<file path="config.mk">
export PLATFORM = sky130hd
export DESIGN_NAME = out_unit
export DESIGN_NICKNAME = d
export VERILOG_FILES = /design/src/rtl/out_unit.sv
export SDC_FILE = /design/constraint.sdc
export NUM_CORES = 1
export LEC_CHECK = 0
export ABC_AREA = 1
export CAP_MARGIN = 20
export CORE_MARGIN = 4
export CORE_UTILIZATION = 51
export DETAILED_ROUTE_END_ITERATION = 7
export PLACE_DENSITY = 0.77
export SYNTH_ARGS = -nofsm -noshare
export SYNTH_HDL_FRONTEND = slang
export SYNTH_SLANG_ARGS = --single-unit
</file>
<file path="constraint.sdc">
create_clock -name clk -period 1.9 [get_ports clk]
set_clock_uncertainty 0.1 [all_clocks]
set_input_delay 0.38 -clock clk [delete_from_list [all_inputs] [get_ports clk]]
set_output_delay 0.38 -clock clk [all_outputs]
set_load 0.05 [all_outputs]
</file>
<file path="src/rtl/out_unit.sv">
// MIX output unit: fetches a 16-word block over the CPU word handshake and
// prints it as 80 ASCII characters plus CR LF on a built-in 8N1 UART line.
module out_unit #(
    parameter int CLKS_PER_BIT = 104
) (
    input  logic        clk,
    input  logic        reset,
    input  logic        start,
    input  logic [11:0] addressin,
    output logic [11:0] addressout,
    output logic        request,
    input  logic        load,
    input  logic [29:0] in,
    output logic        stop,
    output logic        busy,
    output logic        tx
);

    localparam int                BAUD_W    = $clog2(CLKS_PER_BIT);
    localparam logic [BAUD_W-1:0] BAUD_LAST = BAUD_W'(CLKS_PER_BIT - 1);

    typedef enum logic [2:0] {
        IDLE,
        FETCH,
        SEND,
        CR,
        LF,
        DONE
    } state_t;

    state_t             state;
    state_t             next_state;

    logic [29:0]        word_sr;
    logic [2:0]         char_cnt;
    logic [3:0]         word_cnt;
    logic               queued;
    logic [11:0]        address_next;

    logic               tx_active;
    logic [3:0]         bit_cnt;
    logic [BAUD_W-1:0]  baud_cnt;
    logic [8:0]         frame_sr;
    logic               bit_end;
    logic               last_tick;
    logic               uart_ready;

    logic               char_go;
    logic [7:0]         tx_char;
    logic               block_end;

    function automatic logic [7:0] mix_to_ascii(input logic [5:0] code);
        logic [7:0] c;
        c = {2'b00, code};
        if (code == 6'd0)                    return 8'h20;
        if (code <= 6'd9)                    return c + 8'h40;
        if (code >= 6'd11 && code <= 6'd19)  return c + 8'h3F;
        if (code >= 6'd22 && code <= 6'd29)  return c + 8'h3D;
        if (code >= 6'd30 && code <= 6'd39)  return c + 8'h12;
        case (code)
            6'd40:   return 8'h2E;
            6'd41:   return 8'h2C;
            6'd42:   return 8'h28;
            6'd43:   return 8'h29;
            6'd44:   return 8'h2B;
            6'd45:   return 8'h2D;
            6'd46:   return 8'h2A;
            6'd47:   return 8'h2F;
            6'd48:   return 8'h3D;
            6'd49:   return 8'h24;
            6'd50:   return 8'h3C;
            6'd51:   return 8'h3E;
            6'd52:   return 8'h40;
            6'd53:   return 8'h3B;
            6'd54:   return 8'h3A;
            6'd55:   return 8'h27;
            default: return 8'h3F;
        endcase
    endfunction

    // A frame may be followed by the next one in the very cycle its stop bit ends.
    assign bit_end    = tx_active && (baud_cnt == BAUD_LAST);
    assign last_tick  = bit_end && (bit_cnt == 4'd9);
    assign uart_ready = !tx_active || last_tick;

    // NOTE: sequential state uses non-blocking assignments so every register
    // samples the pre-edge values, independent of statement order.
    always_ff @(posedge clk or negedge reset) begin
        if (!reset) begin
            state <= IDLE;
        end else begin
            state <= next_state;
        end
    end

    // NOTE: every always_comb output gets a default first so no path leaves
    // it unassigned, which would otherwise infer a latch.
    always_comb begin
        next_state = state;
        case (state)
            IDLE:  if (start) next_state = FETCH;
            FETCH: if (load && request) next_state = SEND;
            SEND: begin
                if (char_cnt == 3'd5) begin
                    if (word_cnt == 4'd15)  next_state = CR;
                    else if (last_tick)     next_state = FETCH;
                end
            end
            CR:    if (uart_ready) next_state = LF;
            LF:    if (uart_ready) next_state = DONE;
            DONE:  if (last_tick) next_state = (queued || start) ? FETCH : IDLE;
            default: next_state = IDLE;
        endcase
    end

    always_comb begin
        char_go   = 1'b0;
        tx_char   = 8'h00;
        block_end = 1'b0;
        case (state)
            SEND: begin
                tx_char = mix_to_ascii(word_sr[29:24]);
                char_go = (char_cnt < 3'd5) && uart_ready;
            end
            CR: begin
                tx_char = 8'd13;
                char_go = uart_ready;
            end
            LF: begin
                tx_char = 8'd10;
                char_go = uart_ready;
            end
            DONE:    block_end = last_tick;
            default: ;
        endcase
    end

    always_ff @(posedge clk or negedge reset) begin
        if (!reset) begin
            addressout   <= '0;
            address_next <= '0;
            request      <= 1'b0;
            stop         <= 1'b0;
            busy         <= 1'b0;
            queued       <= 1'b0;
            word_sr      <= '0;
            char_cnt     <= '0;
            word_cnt     <= '0;
        end else begin
            stop    <= 1'b0;
            // Raised on the edge that enters FETCH from SEND so a zero-latency
            // CPU costs only two idle cycles between words.
            request <= ((state == FETCH) && !(load && request)) ||
                       ((state == SEND) && (next_state == FETCH));

            if (state == IDLE) begin
                if (start) begin
                    addressout <= addressin;
                    busy       <= 1'b1;
                    stop       <= 1'b1;
                    word_cnt   <= '0;
                end
            end else if (block_end) begin
                queued <= 1'b0;
                if (queued) begin
                    addressout <= address_next;
                    stop       <= 1'b1;
                    word_cnt   <= '0;
                end else if (start) begin
                    addressout <= addressin;
                    stop       <= 1'b1;
                    word_cnt   <= '0;
                end else begin
                    busy <= 1'b0;
                end
            end else if (start && !queued) begin
                address_next <= addressin;
                queued       <= 1'b1;
            end

            if ((state == FETCH) && load && request) begin
                word_sr    <= in;
                addressout <= addressout + 12'd1;
                char_cnt   <= '0;
            end

            if ((state == SEND) && char_go) begin
                word_sr  <= {word_sr[23:0], 6'd0};
                char_cnt <= char_cnt + 3'd1;
            end

            if ((state == SEND) && (next_state == FETCH)) begin
                word_cnt <= word_cnt + 4'd1;
            end
        end
    end

    always_ff @(posedge clk or negedge reset) begin
        if (!reset) begin
            tx        <= 1'b1;
            tx_active <= 1'b0;
            bit_cnt   <= '0;
            baud_cnt  <= '0;
            frame_sr  <= '1;
        end else if (char_go) begin
            tx        <= 1'b0;
            tx_active <= 1'b1;
            frame_sr  <= {1'b1, tx_char};
            bit_cnt   <= '0;
            baud_cnt  <= '0;
        end else if (tx_active) begin
            if (bit_end) begin
                baud_cnt <= '0;
                if (bit_cnt == 4'd9) begin
                    tx_active <= 1'b0;
                    tx        <= 1'b1;
                end else begin
                    bit_cnt  <= bit_cnt + 4'd1;
                    tx       <= frame_sr[0];
                    frame_sr <= {1'b1, frame_sr[8:1]};
                end
            end else begin
                baud_cnt <= baud_cnt + BAUD_W'(1);
            end
        end
    end

endmodule

</file>
# Yosys cells after proc, flatten, opt, wreduce, memory -nomap -nowiden
# Memory sizes are Yosys's and may differ from the RTL's.
# Cells that the tools add are included.
[word_totals]
ff_bits = 90
romBits = 448
input_bits = 46
out_inout_bits = 16
memories = 1
[classes]
addsub = 9
n_lt_le_gt_ge = 8
eq_ne = 14
mux = 88
bitwise_logic = 2
n_reduce_logical = 34
[mem_list]
columns = ["memory", "depth", "width", "read_ports", "rd_ports_with_merged_regs", "write_ports", "line_no", "source"]
rows = [
  ["(no name shown)", 64, 7, 1, 0, 0, "60", "case (code)"],
]
[op_table]
columns = ["operator", "count"]
rows = [
  ["$mux 8", 11],
  ["$mux 12", 5],
  ["$mux 30", 2],
  ["$mux 1", 41],
  ["$mux 4", 9],
  ["$mux 9", 4],
  ["$mux 3", 10],
  ["$pmux 8 s3", 1],
  ["$mux 7", 3],
  ["$pmux 3 s6", 1],
  ["$add 6x6->7 const B", 2],
  ["$logic_and 1x1->1", 13],
  ["$add 12x1->12 const B", 1],
  ["$ge 6x5->1 const B", 2],
  ["$le 6x5->1 const B", 2],
  ["$reduce_bool 2->1", 5],
  ["$eq 3x3->1 const B", 3],
  ["$add 4x1->4 const B", 2],
  ["$add 6x7->8 const B", 1],
  ["$eq 4x4->1 const B", 2],
  ["$add 6x5->7 const B", 1],
  ["$add 7x1->7 const B", 1],
  ["$eq 7x7->1 const B", 1],
  ["$eq 3x1->1 const B", 2],
  ["19 further kinds", 30],
]

# Longest topological paths before layout
[logic_depth]
word_depth = 24
depth_mapped = 15

# Least setup slack after synthesis
# OpenSTA, ideal clock, no wires.
[synth_timing]
path_kind = "reg-to-reg"
start = "register baud_cnt[0]"
end = "register address_next[4]"
setup_ps = 127
arrival_time_ps = 1719
slack_ps = -46
stages_incl_launch_ff = 10
path_buffers = 1
period_less_slack_ps = 1946
path_cell_list = "dfrtp_1 -> ha_1 -> nand2_1 -> nor2_1 -> nand3_2 -> nor2_4 -> nor2_4 -> nand2_2 -> buf_4 -> mux2_1"
[synth_via]
elab_chain_len = 6
[synth_rtl]
columns = ["item", "line_no", "source"]
rows = [
  ["from (decl)", "42", "logic [BAUD_W-1:0] baud_cnt;"],
  ["from (signal assigned)", "223", "baud_cnt <= baud_cnt + BAUD_W'(1);"],
  ["$eq 7x7->1", "82", "assign bit_end = tx_active && (baud_cnt == BAUD_LAST);"],
  ["$logic_and 1x1->1", "82", ""],
  ["$logic_and 1x1->1", "83", "assign last_tick = bit_end && (bit_cnt == 4'd9);"],
  ["$mux 1", "120", "case (state)"],
  ["$not 1->1 (no line)", "-", ""],
  ["$reduce_and 3->1 (no line)", "-", ""],
  ["to (signal assigned)", "177", "address_next <= addressin;"],
  ["to (decl)", "38", "logic [11:0] address_next;"],
]
# No other way between the ends.
# A chain may end at the register's enable or synchronous reset.

# Worst setup path in the final report
[layout_timing]
start = "register bit_cnt[1]"
end = "register word_sr[13]"
[layout_via]
elab_chain_len = 7
word_cells_on_any_way = 8
[layout_rtl]
columns = ["item", "line_no", "source"]
rows = [
  ["from (decl)", "41", "logic [3:0] bit_cnt;"],
  ["from (signal assigned)", "218", "bit_cnt <= bit_cnt + 4'd1;"],
  ["$eq 4x4->1 *", "83", ""],
  ["$logic_and 1x1->1 *", "83", ""],
  ["$logic_or 1x1->1 *", "84", "assign uart_ready = !tx_active || last_tick;"],
  ["$logic_and 1x1->1", "123", "char_go = (char_cnt < 3'd5) && uart_ready;"],
  ["$pmux 1 s2 *", "120", ""],
  ["$logic_and 1x1->1 *", "187", "if ((state == SEND) && char_go) begin"],
  ["$mux 30 or $reduce_bool 2->1 (tied branches)", "-", ""],
  ["to (signal assigned)", "182", "word_sr <= in;"],
  ["to (signal assigned)", "188", "word_sr <= {word_sr[23:0], 6'd0};"],
  ["to (decl)", "34", "logic [29:0] word_sr;"],
]
# Every way passes the cells marked *; elsewhere a longest branch is shown, timed or not.

==> metrics.md <==
| Metric | Value |
|---|---|
| Nets | 861 |
| Core area | 0.009910 sq mm |
| Fraction of registers with async set/reset | 100.0% |
| Max Used Layer | met4 |
| WL met1 | 5.927 mm |
| Clock Tree Root | clkbuf_8 |
| Setup slack, reg-to-reg | -130 ps |
| Worst Tran Pin Value | 537.8 ps |
| Crit path from | bit_cnt[1] |
| Worst path required time | 2030 ps |
| Main flop type after synthesis | dfrtp_1 |
| Die Wd | 109.6 microns |
| Antenna violations before repair | 0 |
| Seq/Total Area, Yosys | 42.51% |
| Gate power share | 5.0% |
| Switching power | 800.9 uW |
| Worst setup endpoint | word_sr[13] |
| Detailed placement HPWL | 10.01 mm |
| Crit-path max FO | 11 |
| Synth top area share | 38.02% |
| Status | complete, but fails checks |
| Mean Syn Cell Area | 7.731 sq um |
| Fmax | 492.0 MHz |
| Hold_ws | 367.7 ps |
| Fin crit share | 107.0% |
| Final core occ | 70.88% |
| Vias | 5219 |
| Die H | 109.6 microns |
| H-tree depth | 3 |
| Synth area leaders | dfrtp_1, nand2_1, inv_1 |
| Final worst slack | -132.4 ps |
| Clock Latency Late Sink | 370 ps |
| Worst vdd ir | 0.3194 mV |
| DRC violations left | 0 |
| Clock share of power | 37.3% |
| Initial Utilization | 53.13% |
| R2r endpoint | word_sr[13] |
| Synthesized Nets | 744 |
| Vias/cell | 5.576 |
| Total wire length | 14.99 mm |
| Wirelength per Cell | 16.02 microns |
| Overall routing resource usage | 23.76% |
| Number of synthesized flops with an enable pin | 0 |
| Area leader, netlist | dfrtp_1 |
| Flops & latches, synth | 89 |
| Met3 wire length | 738 microns |
| Most frequent cell after synthesis | nand2_1 |
| PortBufs | 61 |
| Reg clk slew, reported paths | 100 ps |
| Failing checks | negative setup slack |
| Yosys warns | 0 |
| Relative slew slack | 64.02% |
| Period minus WS final | 2032 ps |
| Reg2reg path depth | 12 |
| Gate Count Post-Synth | 681 |
| Layout cell share with drive strength beyond 1 | 24.41% |
| Setup crit end kind | flop |
| R2R Path Start | bit_cnt[1] |
| PwrDens | 467.5 mW/mm^2 |
| Max-capacitance violation count | 0 |
| Vias in the first global route | 4919 |
| Fill count | 757 |
| Placer Congestion | 0.9116 |
| TritonCTS Buffers | 9 |
| Internal Power | 2483 uW |
| Diode count | 0 |
| Met2 wire length | 7.938 mm |
| Global-route wire length before repair | 22.67 mm |
| Fin Setup TNS | -1639 ps |
| Deepest clock path buffer count | 2 |
| Mapped cell area | 0.005265 sq mm |
| Sequential power share | 57.7% |
| CTS tree | built |
| Ports | 62 |
| Largest net degree at the start of global routing | 41 |
| Final ANT Viol Nets | 0 |
| Worst Hold Class | primary input to asynchronous set/reset pin |
| Max-slew violations | 0 |
| Starting DRC count in detailed routing | 303 |
| Net Sw Frac | 24.39% |
| Die area | 0.01201 sq mm |
| Setup-failing EPs final | 31 |
| Lkg Pwr | 0.003394 uW |
| Arr. time, crit path | 2160 ps |
| Final hold violations | 0 |
| Most frequent cells after synthesis | nand2_1, inv_1, dfrtp_1, o21ai_0, nor2_1 |
| Place WS | -105.4 ps |
| Critical path class | flop to flop |
| # rows | 36 |
| Crit start category | flop |
| Drt first pass iters | 6 |
| RSZ-0062 raised after global routing | yes |
| Clock Sinks | 89 |
| Syn-to-layout area delta | 33.41% |
| Yosys cell types | 41 |
| Grt ovf | 0 |
-- what timing repair did --
| item | in CTS | in global routing |
|---|---|---|
| cloned | 0 | 5 |
| buffers inserted | 2 | 12 |
| pin swaps | 1 | 18 |
| setup endpoints to repair | 59 | 73 |
| endpoints found under the hold margin | 14 | 0 |
| hold buffers | 1 | 0 |
| resized for setup | 13 | 79 |
-- cells in the final DEF (no fill, tap or decap), types with 8 or more instances in the layout --
cell type          n
nand3_1           36
inv_2             11
inv_1             77
clkdlybuf4s50_1   44
dfrtp_1           78
o21ai_1           11
a21oi_1           20
nor2_4             8
o21ai_0           41
nand4_1            9
ha_1              13
nor2_1            34
nand2_2            9
nand2_1          180
dfstp_2            9
o211ai_1          21
nor3_1            11
clkbuf_8           9
o221ai_1          11
buf_4             68
-- worst min path at each step --
stage	endpoint
after floorplan	address_next[0]
after global routing	word_sr[17]
after detailed placement	word_sr[26]
after global placement	word_sr[26]
final	word_sr[26]
after CTS	frame_sr[7]
-- stage by stage --
stage / total power (uW) / cell area, sq um / instances
4_1_cts: 3313 / 6571 / 919
3_5_place_dp: 2095 / 6314 / 900
6_report: 3284 / 7024 / 936
5_1_grt: 3409 / 7024 / 936
2_1_floorplan: 1941 / 5274 / 681
3_3_place_gp: 2092 / 6314 / 900
-- cell families after synthesis --
kind of cell	share of synthesized area (%)
XOR/XNOR	1.830
AND/OR/NAND/NOR	25.02
multiplexers	1.711
AO/OA/AOI/OAI	16.14
buffers and inverters	8.745
flip-flops	42.51
adder cells (fa/ha/maj)	4.040
-- metal layers --
| metal | vias to the layer above | GRT usage, % |
|---|---|---|
| li1 | 2484 | - |
| met1 | 2515 | 29.55 |
| met2 | 186 | 41.98 |
| met3 | 34 | 4.404 |
| met4 | 0 | 7.124 |
| met5 | - | 0 |
-- registers in the layout (all words and copies together) (netlist names) --
register / flops
word_sr: 30
address_next: 12
addressout: 12
frame_sr: 8
baud_cnt: 7
bit_cnt: 4
word_cnt: 4
char_cnt: 3
state: 3
busy: 1
queued: 1
request: 1
stop: 1
tx: 1
tx_active: 1
-- critical path, cell delays in order (launching register included) --
cell	delay, ps
dfrtp_1	410
inv_2	90
ha_4	140
nand2_4	50
nor2_4	140
nand3_4	120
nand2_2	100
inv_2	50
nor2_4	150
nand2_4	110
nand2_8	140
clkbuf_16	170
o221ai_1	130
-- area by class of cell --
cell class	instances	area, sq um	area share, %
Tap cell	133	166.4	2.369
Multi-Input combinational cell	480	2894	41.20
Clock inverter	6	51.30	0.7303
Timing Repair Buffer	126	1187	16.90
Clock buffer	10	127.6	1.817
Sequential cell	89	2241	31.90
Inverter	92	356.6	5.077
-- power groups by stage --
stage | Sequential, uW | Combinational, uW | Clock (uW)
floorplan | 1930 | 10.5 | 0
global placement | 1930 | 161 | 0
detailed placement | 1930 | 165 | 0
CTS | 1890 | 167 | 1250
global route | 1890 | 180 | 1340
finish | 1890 | 166 | 1220
No activity file was read; power rests on OpenSTA's default activity.
